===== src/rtl/delay_tester_pkg.sv =====
// Shared types and constants for the delay statistics block: state encoding,
// debug-select codes and the timer saturation value.
package delay_tester_pkg;

  localparam int DELAY_W_DEF = 20;

  typedef enum logic [1:0] {
    ST_EMPTY   = 2'b00,
    ST_ACCUM   = 2'b01,
    ST_PUBLISH = 2'b10
  } state_e;

  localparam logic [1:0] DBG_MIN  = 2'b00;
  localparam logic [1:0] DBG_MAX  = 2'b01;
  localparam logic [1:0] DBG_AVG  = 2'b10;
  localparam logic [1:0] DBG_LOST = 2'b11;

  // A timer that ran out of range reports all-ones; such samples are lost frames.
  localparam logic [DELAY_W_DEF-1:0] SAT_DELAY = {DELAY_W_DEF{1'b1}};

  localparam int HIST_BINS  = 8;
  localparam int HIST_CNT_W = 16;

  function automatic logic [19:0] dbg_pack(input logic [31:0] lost, input logic [31:0] cnt);
    return {lost[11:0], cnt[7:0]};
  endfunction

endpackage


===== src/rtl/delay_stats_if.sv =====
// Sample input and result output bundle of delay_stats.
interface delay_stats_if
  import delay_tester_pkg::*;
#(
  parameter int DELAY_W = DELAY_W_DEF,
  parameter int LOST_W  = 8
);
  logic               sample_valid;
  logic [DELAY_W-1:0] sample_delay;
  logic               sample_lost;
  logic               result_valid;
  logic [DELAY_W-1:0] min_delay;
  logic [DELAY_W-1:0] max_delay;
  logic [DELAY_W-1:0] avg_delay;
  logic [LOST_W-1:0]  lost_count;

  modport master (
    output sample_valid, sample_delay, sample_lost,
    input  result_valid, min_delay, max_delay, avg_delay, lost_count
  );

  modport slave (
    input  sample_valid, sample_delay, sample_lost,
    output result_valid, min_delay, max_delay, avg_delay, lost_count
  );
endinterface


===== src/rtl/delay_stats_hist.sv =====
// delay_hist: eight saturating delay-bin counters with a registered read port.
// Only built into delay_stats when DELAY_STATS_HIST_EN is defined.
module delay_hist
  import delay_tester_pkg::*;
#(
  parameter int DELAY_W   = DELAY_W_DEF,
  parameter int BIN_SHIFT = 4
) (
  input  logic                  i_clk,
  input  logic                  i_reset,
  input  logic                  i_clear,
  input  logic                  i_valid,
  input  logic [DELAY_W-1:0]    i_delay,
  input  logic [2:0]            i_rd_addr,
  output logic [HIST_CNT_W-1:0] o_rd_data
);

  logic [HIST_CNT_W-1:0] r_bins [HIST_BINS];
  logic [HIST_CNT_W-1:0] r_rd_data;
  logic [DELAY_W-1:0]    w_high;
  logic [2:0]            w_bin;

  // Anything above the binned field overflows into the top bin.
  always_comb begin
    w_high = i_delay >> (BIN_SHIFT + 3);
    if (w_high != '0) begin
      w_bin = 3'd7;
    end else begin
      w_bin = i_delay[BIN_SHIFT+2:BIN_SHIFT];
    end
  end

  always_ff @(posedge i_clk) begin
    if (i_reset || i_clear) begin
      for (int b = 0; b < HIST_BINS; b++) begin
        r_bins[b] <= '0;
      end
      r_rd_data <= '0;
    end else begin
      if (i_valid && (r_bins[w_bin] != {HIST_CNT_W{1'b1}})) begin
        r_bins[w_bin] <= r_bins[w_bin] + 16'd1;
      end
      r_rd_data <= r_bins[i_rd_addr];
    end
  end

  assign o_rd_data = r_rd_data;

endmodule


===== src/rtl/delay_stats.sv =====
// Windowed min/max/average delay statistics with lost-frame counting.
// Optional histogram sub-block is enabled by defining DELAY_STATS_HIST_EN.
module delay_stats
  import delay_tester_pkg::*;
#(
  parameter int DELAY_W   = DELAY_W_DEF,
  parameter int WIN_LOG2  = 4,
  parameter int LOST_W    = 8,
  parameter int BIN_SHIFT = 4
) (
  input  logic          i_tx_clk,
  input  logic          i_reset,
  input  logic          i_clear,
  delay_stats_if.slave  bus,
  input  logic [1:0]    i_dbg_sel,
  output logic [19:0]   o_dbg_word,
  input  logic [2:0]    i_hist_rd_addr,
  output logic [15:0]   o_hist_rd_data
);

  localparam int SUM_W  = DELAY_W + WIN_LOG2;
  localparam int CNT_W  = WIN_LOG2 + 1;
  localparam int LSUM_W = LOST_W + 2;
  localparam logic [CNT_W-1:0]  WIN_N    = {1'b1, {WIN_LOG2{1'b0}}};
  localparam logic [LOST_W-1:0] LOST_MAX = {LOST_W{1'b1}};

  state_e              r_state;
  state_e              w_state_nxt;
  logic [DELAY_W-1:0]  r_wmin, r_wmax;
  logic [SUM_W-1:0]    r_wsum;
  logic [CNT_W-1:0]    r_wcnt;
  logic [LOST_W-1:0]   r_wlost;
  logic                r_res_valid;
  logic [DELAY_W-1:0]  r_min, r_max, r_avg;
  logic [LOST_W-1:0]   r_lost;

  logic                w_sat, w_good, w_publish;
  logic [1:0]          w_lost_inc;
  logic [DELAY_W-1:0]  w_base_min, w_base_max, w_nxt_min, w_nxt_max, w_nxt_avg;
  logic [SUM_W-1:0]    w_base_sum, w_nxt_sum, w_sum_shift;
  logic [CNT_W-1:0]    w_base_cnt, w_nxt_cnt;
  logic [LOST_W-1:0]   w_base_lost, w_nxt_lost;
  logic [LSUM_W-1:0]   w_lost_sum;
  logic [31:0]         w_min32, w_max32, w_avg32, w_lost32, w_cnt32;

  assign w_sat      = bus.sample_valid & (&bus.sample_delay);
  assign w_good     = bus.sample_valid & ~w_sat;
  assign w_lost_inc = {1'b0, bus.sample_lost} + {1'b0, w_sat};

  // Next window contents; the PUBLISH cycle starts from an empty window.
  always_comb begin
    if (r_state == ST_PUBLISH) begin
      w_base_min  = '0;
      w_base_max  = '0;
      w_base_sum  = '0;
      w_base_cnt  = '0;
      w_base_lost = '0;
    end else begin
      w_base_min  = r_wmin;
      w_base_max  = r_wmax;
      w_base_sum  = r_wsum;
      w_base_cnt  = r_wcnt;
      w_base_lost = r_wlost;
    end
    w_nxt_min = w_base_min;
    w_nxt_max = w_base_max;
    w_nxt_sum = w_base_sum;
    w_nxt_cnt = w_base_cnt;
    if (w_good) begin
      if (w_base_cnt == '0) begin
        w_nxt_min = bus.sample_delay;
        w_nxt_max = bus.sample_delay;
        w_nxt_sum = SUM_W'(bus.sample_delay);
        w_nxt_cnt = CNT_W'(1'b1);
      end else begin
        w_nxt_min = (bus.sample_delay < w_base_min) ? bus.sample_delay : w_base_min;
        w_nxt_max = (bus.sample_delay > w_base_max) ? bus.sample_delay : w_base_max;
        w_nxt_sum = w_base_sum + SUM_W'(bus.sample_delay);
        w_nxt_cnt = w_base_cnt + CNT_W'(1'b1);
      end
    end else begin
      w_nxt_cnt = w_base_cnt;
    end
    w_lost_sum = LSUM_W'(w_base_lost) + LSUM_W'(w_lost_inc);
    if (w_lost_sum > LSUM_W'(LOST_MAX)) begin
      w_nxt_lost = LOST_MAX;
    end else begin
      w_nxt_lost = w_lost_sum[LOST_W-1:0];
    end
    w_sum_shift = w_nxt_sum >> WIN_LOG2;
    w_nxt_avg   = w_sum_shift[DELAY_W-1:0];
  end

  // Results are captured on the final sample so result_valid lands in PUBLISH.
  always_comb begin
    w_state_nxt = r_state;
    w_publish   = 1'b0;
    case (r_state)
      ST_EMPTY: begin
        if (w_good) w_state_nxt = ST_ACCUM;
        else        w_state_nxt = ST_EMPTY;
      end
      ST_ACCUM: begin
        if (w_good && (w_nxt_cnt == WIN_N)) begin
          w_state_nxt = ST_PUBLISH;
          w_publish   = 1'b1;
        end else begin
          w_state_nxt = ST_ACCUM;
        end
      end
      ST_PUBLISH: begin
        if (w_good) w_state_nxt = ST_ACCUM;
        else        w_state_nxt = ST_EMPTY;
      end
      default: w_state_nxt = ST_EMPTY;
    endcase
  end

  always_ff @(posedge i_tx_clk) begin
    if (i_reset || i_clear) begin
      r_state <= ST_EMPTY;
    end else begin
      r_state <= w_state_nxt;
    end
  end

  always_ff @(posedge i_tx_clk) begin
    if (i_reset || i_clear) begin
      r_wmin      <= '0;
      r_wmax      <= '0;
      r_wsum      <= '0;
      r_wcnt      <= '0;
      r_wlost     <= '0;
      r_res_valid <= 1'b0;
      r_min       <= '0;
      r_max       <= '0;
      r_avg       <= '0;
      r_lost      <= '0;
    end else begin
      r_wmin      <= w_nxt_min;
      r_wmax      <= w_nxt_max;
      r_wsum      <= w_nxt_sum;
      r_wcnt      <= w_nxt_cnt;
      r_wlost     <= w_nxt_lost;
      r_res_valid <= w_publish;
      if (w_publish) begin
        r_min  <= w_nxt_min;
        r_max  <= w_nxt_max;
        r_avg  <= w_nxt_avg;
        r_lost <= w_nxt_lost;
      end
    end
  end

  assign bus.result_valid = r_res_valid;
  assign bus.min_delay    = r_min;
  assign bus.max_delay    = r_max;
  assign bus.avg_delay    = r_avg;
  assign bus.lost_count   = r_lost;

  assign w_min32  = 32'(r_min);
  assign w_max32  = 32'(r_max);
  assign w_avg32  = 32'(r_avg);
  assign w_lost32 = 32'(r_lost);
  assign w_cnt32  = 32'(r_wcnt);

  always_comb begin
    case (i_dbg_sel)
      DBG_MIN:  o_dbg_word = w_min32[19:0];
      DBG_MAX:  o_dbg_word = w_max32[19:0];
      DBG_AVG:  o_dbg_word = w_avg32[19:0];
      DBG_LOST: o_dbg_word = dbg_pack(w_lost32, w_cnt32);
      default:  o_dbg_word = 20'h00000;
    endcase
  end

`ifdef DELAY_STATS_HIST_EN
  delay_hist #(
    .DELAY_W   (DELAY_W),
    .BIN_SHIFT (BIN_SHIFT)
  ) u_hist (
    .i_clk     (i_tx_clk),
    .i_reset   (i_reset),
    .i_clear   (i_clear),
    .i_valid   (w_good),
    .i_delay   (bus.sample_delay),
    .i_rd_addr (i_hist_rd_addr),
    .o_rd_data (o_hist_rd_data)
  );
`else
  logic w_unused_hist;
  assign w_unused_hist  = ^{i_hist_rd_addr, (BIN_SHIFT > 0)};
  assign o_hist_rd_data = 16'h0000;
`endif

endmodule


===== src/flat_wrapper.sv =====
// flat-port wrapper written by rule: the top's interface ports become plain ports
module delay_stats_flat import delay_tester_pkg::*;
#(
  parameter int DELAY_W   = DELAY_W_DEF,
  parameter int WIN_LOG2  = 4,
  parameter int LOST_W    = 8,
  parameter int BIN_SHIFT = 4
)
  (i_tx_clk, i_reset, i_clear, i_dbg_sel, o_dbg_word, i_hist_rd_addr, o_hist_rd_data, bus_sample_valid, bus_sample_delay, bus_sample_lost, bus_result_valid, bus_min_delay, bus_max_delay, bus_avg_delay, bus_lost_count);
  delay_stats_if #(.DELAY_W(DELAY_W), .LOST_W(LOST_W)) bus_i ();
  input  logic i_tx_clk;
  input  logic i_reset;
  input  logic i_clear;
  input  logic [1:0] i_dbg_sel;
  output logic [19:0] o_dbg_word;
  input  logic [2:0] i_hist_rd_addr;
  output logic [15:0] o_hist_rd_data;
  input wire logic [$bits(bus_i.sample_valid)-1:0] bus_sample_valid;
  input wire logic [$bits(bus_i.sample_delay)-1:0] bus_sample_delay;
  input wire logic [$bits(bus_i.sample_lost)-1:0] bus_sample_lost;
  output wire logic [$bits(bus_i.result_valid)-1:0] bus_result_valid;
  output wire logic [$bits(bus_i.min_delay)-1:0] bus_min_delay;
  output wire logic [$bits(bus_i.max_delay)-1:0] bus_max_delay;
  output wire logic [$bits(bus_i.avg_delay)-1:0] bus_avg_delay;
  output wire logic [$bits(bus_i.lost_count)-1:0] bus_lost_count;
  assign bus_i.sample_valid = bus_sample_valid;
  assign bus_i.sample_delay = bus_sample_delay;
  assign bus_i.sample_lost = bus_sample_lost;
  assign bus_result_valid = bus_i.result_valid;
  assign bus_min_delay = bus_i.min_delay;
  assign bus_max_delay = bus_i.max_delay;
  assign bus_avg_delay = bus_i.avg_delay;
  assign bus_lost_count = bus_i.lost_count;
  delay_stats #(.DELAY_W(DELAY_W), .WIN_LOG2(WIN_LOG2), .LOST_W(LOST_W), .BIN_SHIFT(BIN_SHIFT)) u_core (.i_tx_clk(i_tx_clk), .i_reset(i_reset), .i_clear(i_clear), .bus(bus_i), .i_dbg_sel(i_dbg_sel), .o_dbg_word(o_dbg_word), .i_hist_rd_addr(i_hist_rd_addr), .o_hist_rd_data(o_hist_rd_data));
endmodule

===== config.mk =====
export PLATFORM = sky130hd
export DESIGN_NAME = delay_stats_flat
export DESIGN_NICKNAME = d
export VERILOG_FILES = /design/src/rtl/delay_tester_pkg.sv /design/src/rtl/delay_stats_if.sv /design/src/rtl/delay_stats_hist.sv /design/src/rtl/delay_stats.sv /design/src/flat_wrapper.sv
export SDC_FILE = /design/constraint.sdc
export NUM_CORES = 1
export LEC_CHECK = 0
export ABC_AREA = 1
export CELL_PAD_IN_SITES_DETAIL_PLACEMENT = 0
export CELL_PAD_IN_SITES_GLOBAL_PLACEMENT = 1
export CORE_UTILIZATION = 39
export DETAILED_ROUTE_END_ITERATION = 16
export GPL_TIMING_DRIVEN = 1
export PLACE_DENSITY_LB_ADDON = 0.1
export SETUP_SLACK_MARGIN = 0.4
export SYNTH_ARGS = -nofsm -noshare
export SYNTH_HDL_FRONTEND = slang
export SYNTH_SLANG_ARGS = --single-unit

===== constraint.sdc =====
create_clock -name i_tx_clk -period 3.2 [get_ports i_tx_clk]
set_input_delay 0.8 -clock i_tx_clk [delete_from_list [all_inputs] [get_ports i_tx_clk]]
set_output_delay 0.8 -clock i_tx_clk [all_outputs]
set_load 0.01 [all_outputs]

After elaboration in Yosys (flattened, before gate mapping)
Cells that the tools add are included.

Register bits after elaboration: 148. Input port bits: 30. Logic and storage cells: 56.

$add $sub $neg: 4. Order comparisons: 3. Equality and inequality tests: 6. Multiplexer cells: 22. Bitwise logic cells: 3. Reduce and logical (&&, ||, !) cells: 7.

Operator list (count): 20-bit two-way mux (8); 20-bit case mux with 4 select lines (1); 24-bit two-way mux (3); 24-bit by 20-bit adder with 24-bit output (1); 20-bit > comparator (1); 20-bit less-than comparator (1); 20-bit AND reduction (1); 8-bit two-way mux (2); 5-bit two-way mux (3); 10-bit by 8-bit > comparator with 1-bit output, second input constant (1); 8-bit by 2-bit adder with 9-bit output (1); 2-bit == test, second input constant (3); 5-bit by 1-bit adder with 5-bit output, second input constant (1); 5-bit == test, second input constant (1); 5-bit zero test (1); 2-bit by 1-bit == test with 1-bit output, second input constant (2); 2-bit zero test (2); 2-bit case mux with 2 select lines (1); 1-bit two-way mux (3); 1-bit by 1-bit adder with 2-bit output (1); 1-bit AND (2); 2-bit two-way mux (1); 2-bit OR reduction (1); 1-bit logical AND (1); 2 further kinds (2).

Longest topological paths before layout
Depth after elaboration: 9. Mapped depth: 22. Mapped depth without buffers: 19.

Worst setup path before layout
Ideal clock, no wire load.

Path type: register -> register. From: reg u_core.r_state[0]. To: reg u_core.r_wmax[12]. Library setup time: 0.115 ns. Data arrival time: 2.796 ns. Required time: 3.085 ns. Path slack: 0.289 ns. Stages on the path, launching flop included: 19. Period minus slack after synthesis: 2.911 ns. Cell sequence: dfxtp_1 > inv_2 > nand2_2 > buf_2 > buf_1 > buf_1 > nand2_1 > ha_1 > nand2_1 > nor2_1 > nand4_1 > nor2_1 > nand2_1 > nand3_1 > nand2_1 > nand2_2 > clkbuf_1 > o21ai_0 > and2_1.

Word-level cells in the longest chain between the ends: 6.

Ends and longest elaborated chain: start, declared (RTL line delay_stats.sv:27) `state_e r_state;`; start signal, assigned (RTL line delay_stats.sv:123) `r_state <= w_state_nxt;`; 2-bit == test (*) (RTL line delay_stats.sv:52) `if (r_state == ST_PUBLISH) begin`; 20-bit two-way mux (RTL line delay_stats.sv:52); 20-bit > comparator (RTL line delay_stats.sv:77) `w_nxt_max = (bus.sample_delay > w_base_max) ? bus.sample_delay : w_base_max;`; 20-bit two-way mux (RTL line delay_stats.sv:77); 20-bit two-way mux (RTL line delay_stats.sv:70) `if (w_base_cnt == '0) begin`; 20-bit two-way mux (*) (RTL line delay_stats.sv:69) `if (w_good) begin`; end signal, assigned (RTL line delay_stats.sv:141) `r_wmax <= w_nxt_max;`; end, declared (RTL line delay_stats.sv:29) `logic [DELAY_W-1:0] r_wmin, r_wmax;`.

Every way passes the cells marked *; elsewhere a longest branch is shown, timed or not. A chain may end at the register's enable or synchronous reset.

Final worst setup path
From: in i_dbg_sel[1]. To: out o_dbg_word[0].

Word-level cells in the longest chain between the ends: 2.

Ends and longest elaborated chain: start, declared (RTL line flat_wrapper.sv:14) `input logic [1:0] i_dbg_sel;`; 2-bit == test, or another cell as far along (RTL line delay_stats.sv:168) `case (i_dbg_sel)`; 20-bit case mux with 4 select lines (*) (RTL line delay_stats.sv:168); end, declared (RTL line flat_wrapper.sv:15) `output logic [19:0] o_dbg_word;`.

Marks and branches as above.

==> results <==
synth_stat cells (3+ instances only):
| master | n |
|---|---|
| nand2_2 | 4 |
| o21ai_0 | 31 |
| or2_2 | 5 |
| nand2_1 | 577 |
| xor2_1 | 7 |
| ha_1 | 62 |
| buf_2 | 20 |
| nand4_1 | 16 |
| nand3b_1 | 20 |
| buf_1 | 7 |
| clkbuf_1 | 32 |
| a21oi_1 | 87 |
| o21ai_1 | 3 |
| buf_6 | 8 |
| nor2_1 | 240 |
| buf_4 | 16 |
| nor3_1 | 8 |
| and2_1 | 9 |
| dfxtp_1 | 148 |
| nor4_1 | 4 |
| o2111ai_1 | 11 |
| inv_1 | 200 |
| nand3_1 | 70 |
| o211ai_1 | 3 |
| xnor2_1 | 6 |
registers in the layout, summed over array words and instances (netlist names):
register,cells
u_core.r_wsum,24
u_core.bus.avg_delay,20
u_core.bus.max_delay,20
u_core.bus.min_delay,20
u_core.r_wmax,20
u_core.r_wmin,20
u_core.bus.lost_count,8
u_core.r_wlost,8
u_core.r_wcnt,5
u_core.r_state,2
u_core.bus.result_valid,1
logic make-up after synthesis:
logic type      Yosys count  share of synthesized area [%]
simple gates            958                           39.9
compound gates          140                           7.79
other cells               1                         0.0384
fa+ha+maj                64                           8.35
xor+xnor                 13                           1.17
buf+inv                 285                           12.4
flops                   148                           30.3
power by group through the flow:
stage	Combinational, µW	Clock, µW	Sequential, µW
global placement	869	0	1930
floorplan	494	0	1930
global route	1030	2400	1890
finish	928	2290	1890
detailed placement	878	0	1930
CTS	891	2320	1890
metrics by stage:
stage               instances  setup slack, ns  hold WS, ns  power [µW]
floorplan                1624            0.500        0.486        2420
global placement         2137           -0.559        0.495        2800
detailed placement       2137           -0.581        0.507        2810
CTS                      2176            0.394        0.515        5100
global route             2192            0.283        0.554        5330
finish                   2192            0.460        0.517        5110
metal layers:
metal,up-vias,routed length (µm),global-route usage [%]
li1,5440,-,-
met1,4765,16400,37.4
met2,290,15900,42.9
met3,46,2320,3.87
met4,2,841,8.96
met5,-,8,0
final timing paths:
kind                                startpoint                                     to  slack [ns]  cells after the start
setup / recovery                  i_dbg_sel[1]                          o_dbg_word[0]        0.46                      7
setup reg to reg  u_core.r_state[1]$_SDFF_PP0_  u_core.bus.avg_delay[18]$_SDFFE_PP0P_        0.51                     18
hold reg to reg    u_core.r_wmax[3]$_SDFF_PP0_            u_core.r_wmax[3]$_SDFF_PP0_        0.52                      2
hold / removal     u_core.r_wmax[3]$_SDFF_PP0_            u_core.r_wmax[3]$_SDFF_PP0_        0.52                      2
layout make-up:
class,count,share of cell area [%]
sequential,148,22.2
inverter,202,5.69
clock buffer,18,3.21
clock inverter,13,1.66
tap,324,3.03
timing repair buffer,295,20.1
multi-input combinational,1192,44.2
critical path: stages:
cell,delay (ns)
clkdlybuf4s15_2,0.24
nor2_4,0.16
buf_6,0.15
buf_4,0.12
nand2_1,0.07
nand4_1,0.12
clkdlybuf4s15_1,0.27
repair_timing:
item,in CTS,in global routing
resized for setup,99,71
gates cloned,2,7
endpoints found under the hold margin,0,0
pin swaps,22,19
setup endpoints to repair,126,116
setup buffers,6,9
==> impl_results.md <==
- Cell taking the most area after synthesis: dfxtp_1
- Final instance area: roughly 0.013 mm²
- Part of the cycle the worst path needs: between 80% and 90%
- Min Clock Period, post-route: 2.74 ns
- Hold crit path type: register to register
- TritonCTS Buffers: 17
- Hold-fix buffers at CTS: 0
- Vias: 10500
- Status: complete, no violations
- Drt total wl: ~35 mm
- Kind of critical path: primary input to primary output
- Psw: approximately 1500 µW
- CTS max path bufs: 2
- GP Congestion: roughly 0.94
- Die area: approximately 0.026 mm²
- Worst-skew pair later-pin latency: 0.43 ns
- Post-Syn Instances: ~1600
- Clock power frac: 44.9%
- Area after DPL: 0.0122 mm²
- Via density: between 4 and 5
- Yosys reg bits: between 100 and 150
- Max Cap Violations: 0
- Final hold violations: 0
- First-pass GRT wire length: about 53 mm
- I/O pin total: ~140
- Core Region: approximately 0.024 mm²
- Worst setup EP type: primary output
- Largest net degree at the start of global routing: 79
- Power Internal: between 3000 and 4000 µW
- Reg clk slew, reported paths: 0.06 ns
- Footprint of the multi-input gates: slightly below 0.006 mm²
- Post-DRT Antenna Nets: 0
- Final Max Tran Viols: 0
- Most frequent cells in the layout: nand2_1, nor2_1, inv_1
- Starting Density: about two fifths
- Ratio of cells with drive above 1 in the final layout: between 10% and 20%
- Register area: slightly below 0.003 mm²
- Synthesized area per cell: between 6 and 7 µm²
- DRC: 0
- CP required: around 2.4 ns
- Post-synthesis sequential area ratio: approximately 30%
- Initial detailed-routing violation count: roughly 760
- Worst EP arrival: 1.94 ns
- RSZ-0062 raised after global routing: true
- DRT Pass-1 Iters: 6
- Clock sink total: between 100 and 150
- Slew HR: about two thirds
- Most common cell after layout, fill and taps aside: nand2_1
- Wire per inst: ~16 µm
- Area delta synth->final: 37.0%
- CP Max Fanout: 6
- Final setup fails: 0
- Power Dens Cells: ~380 mW/mm²
- Clock Skews: 0.0133 ns
- Post-synth top flop: dfxtp_1
- Max IR drop VDD: ~0.00025 V
- Detailed-placement wirelength estimate: 26.4 mm
- Tightest Pin Transition: between 0.5 and 0.6 ns
- Combinational fraction of design power: 18.2%
- CP Launch Type: primary input
- Util after Layout: between 50 and 60%
- H-tree levels: 4
- Total grt overflow: 0
- Buffers added on ports: roughly 120
- Total Routing Usage GR: a little over a quarter
- Fmax: about 360 MHz
- Die W: 160 µm
- Synth top area cells: dfxtp_1, nand2_1, nor2_1
- Initial antenna violation count: 1
- CTS tree: done
- # nets final: between 1500 and 2000
- Total negative slack: 0 ns
- Number of diodes: 0
- Leakage power: 0.00668 µW
- Syn Std Cell Area: about 0.0098 mm²
- Fill cells: roughly 2500
- Number of synthesized flops with an enable pin: 0
- Seq pwr share: between 30% and 40%
- Vias in the first global route: 9679
- Post-synth top area share: approximately 30%
- Ys async rst share: 0%
- Die height: 160 µm
- Net Sw Frac: between 20% and 30%
- Syn. warnings: 0
- CTS root buf: clkbuf_16
- Row Count: 57
- Post-synth cell types: 36
(Power assumes the default switching activity.)
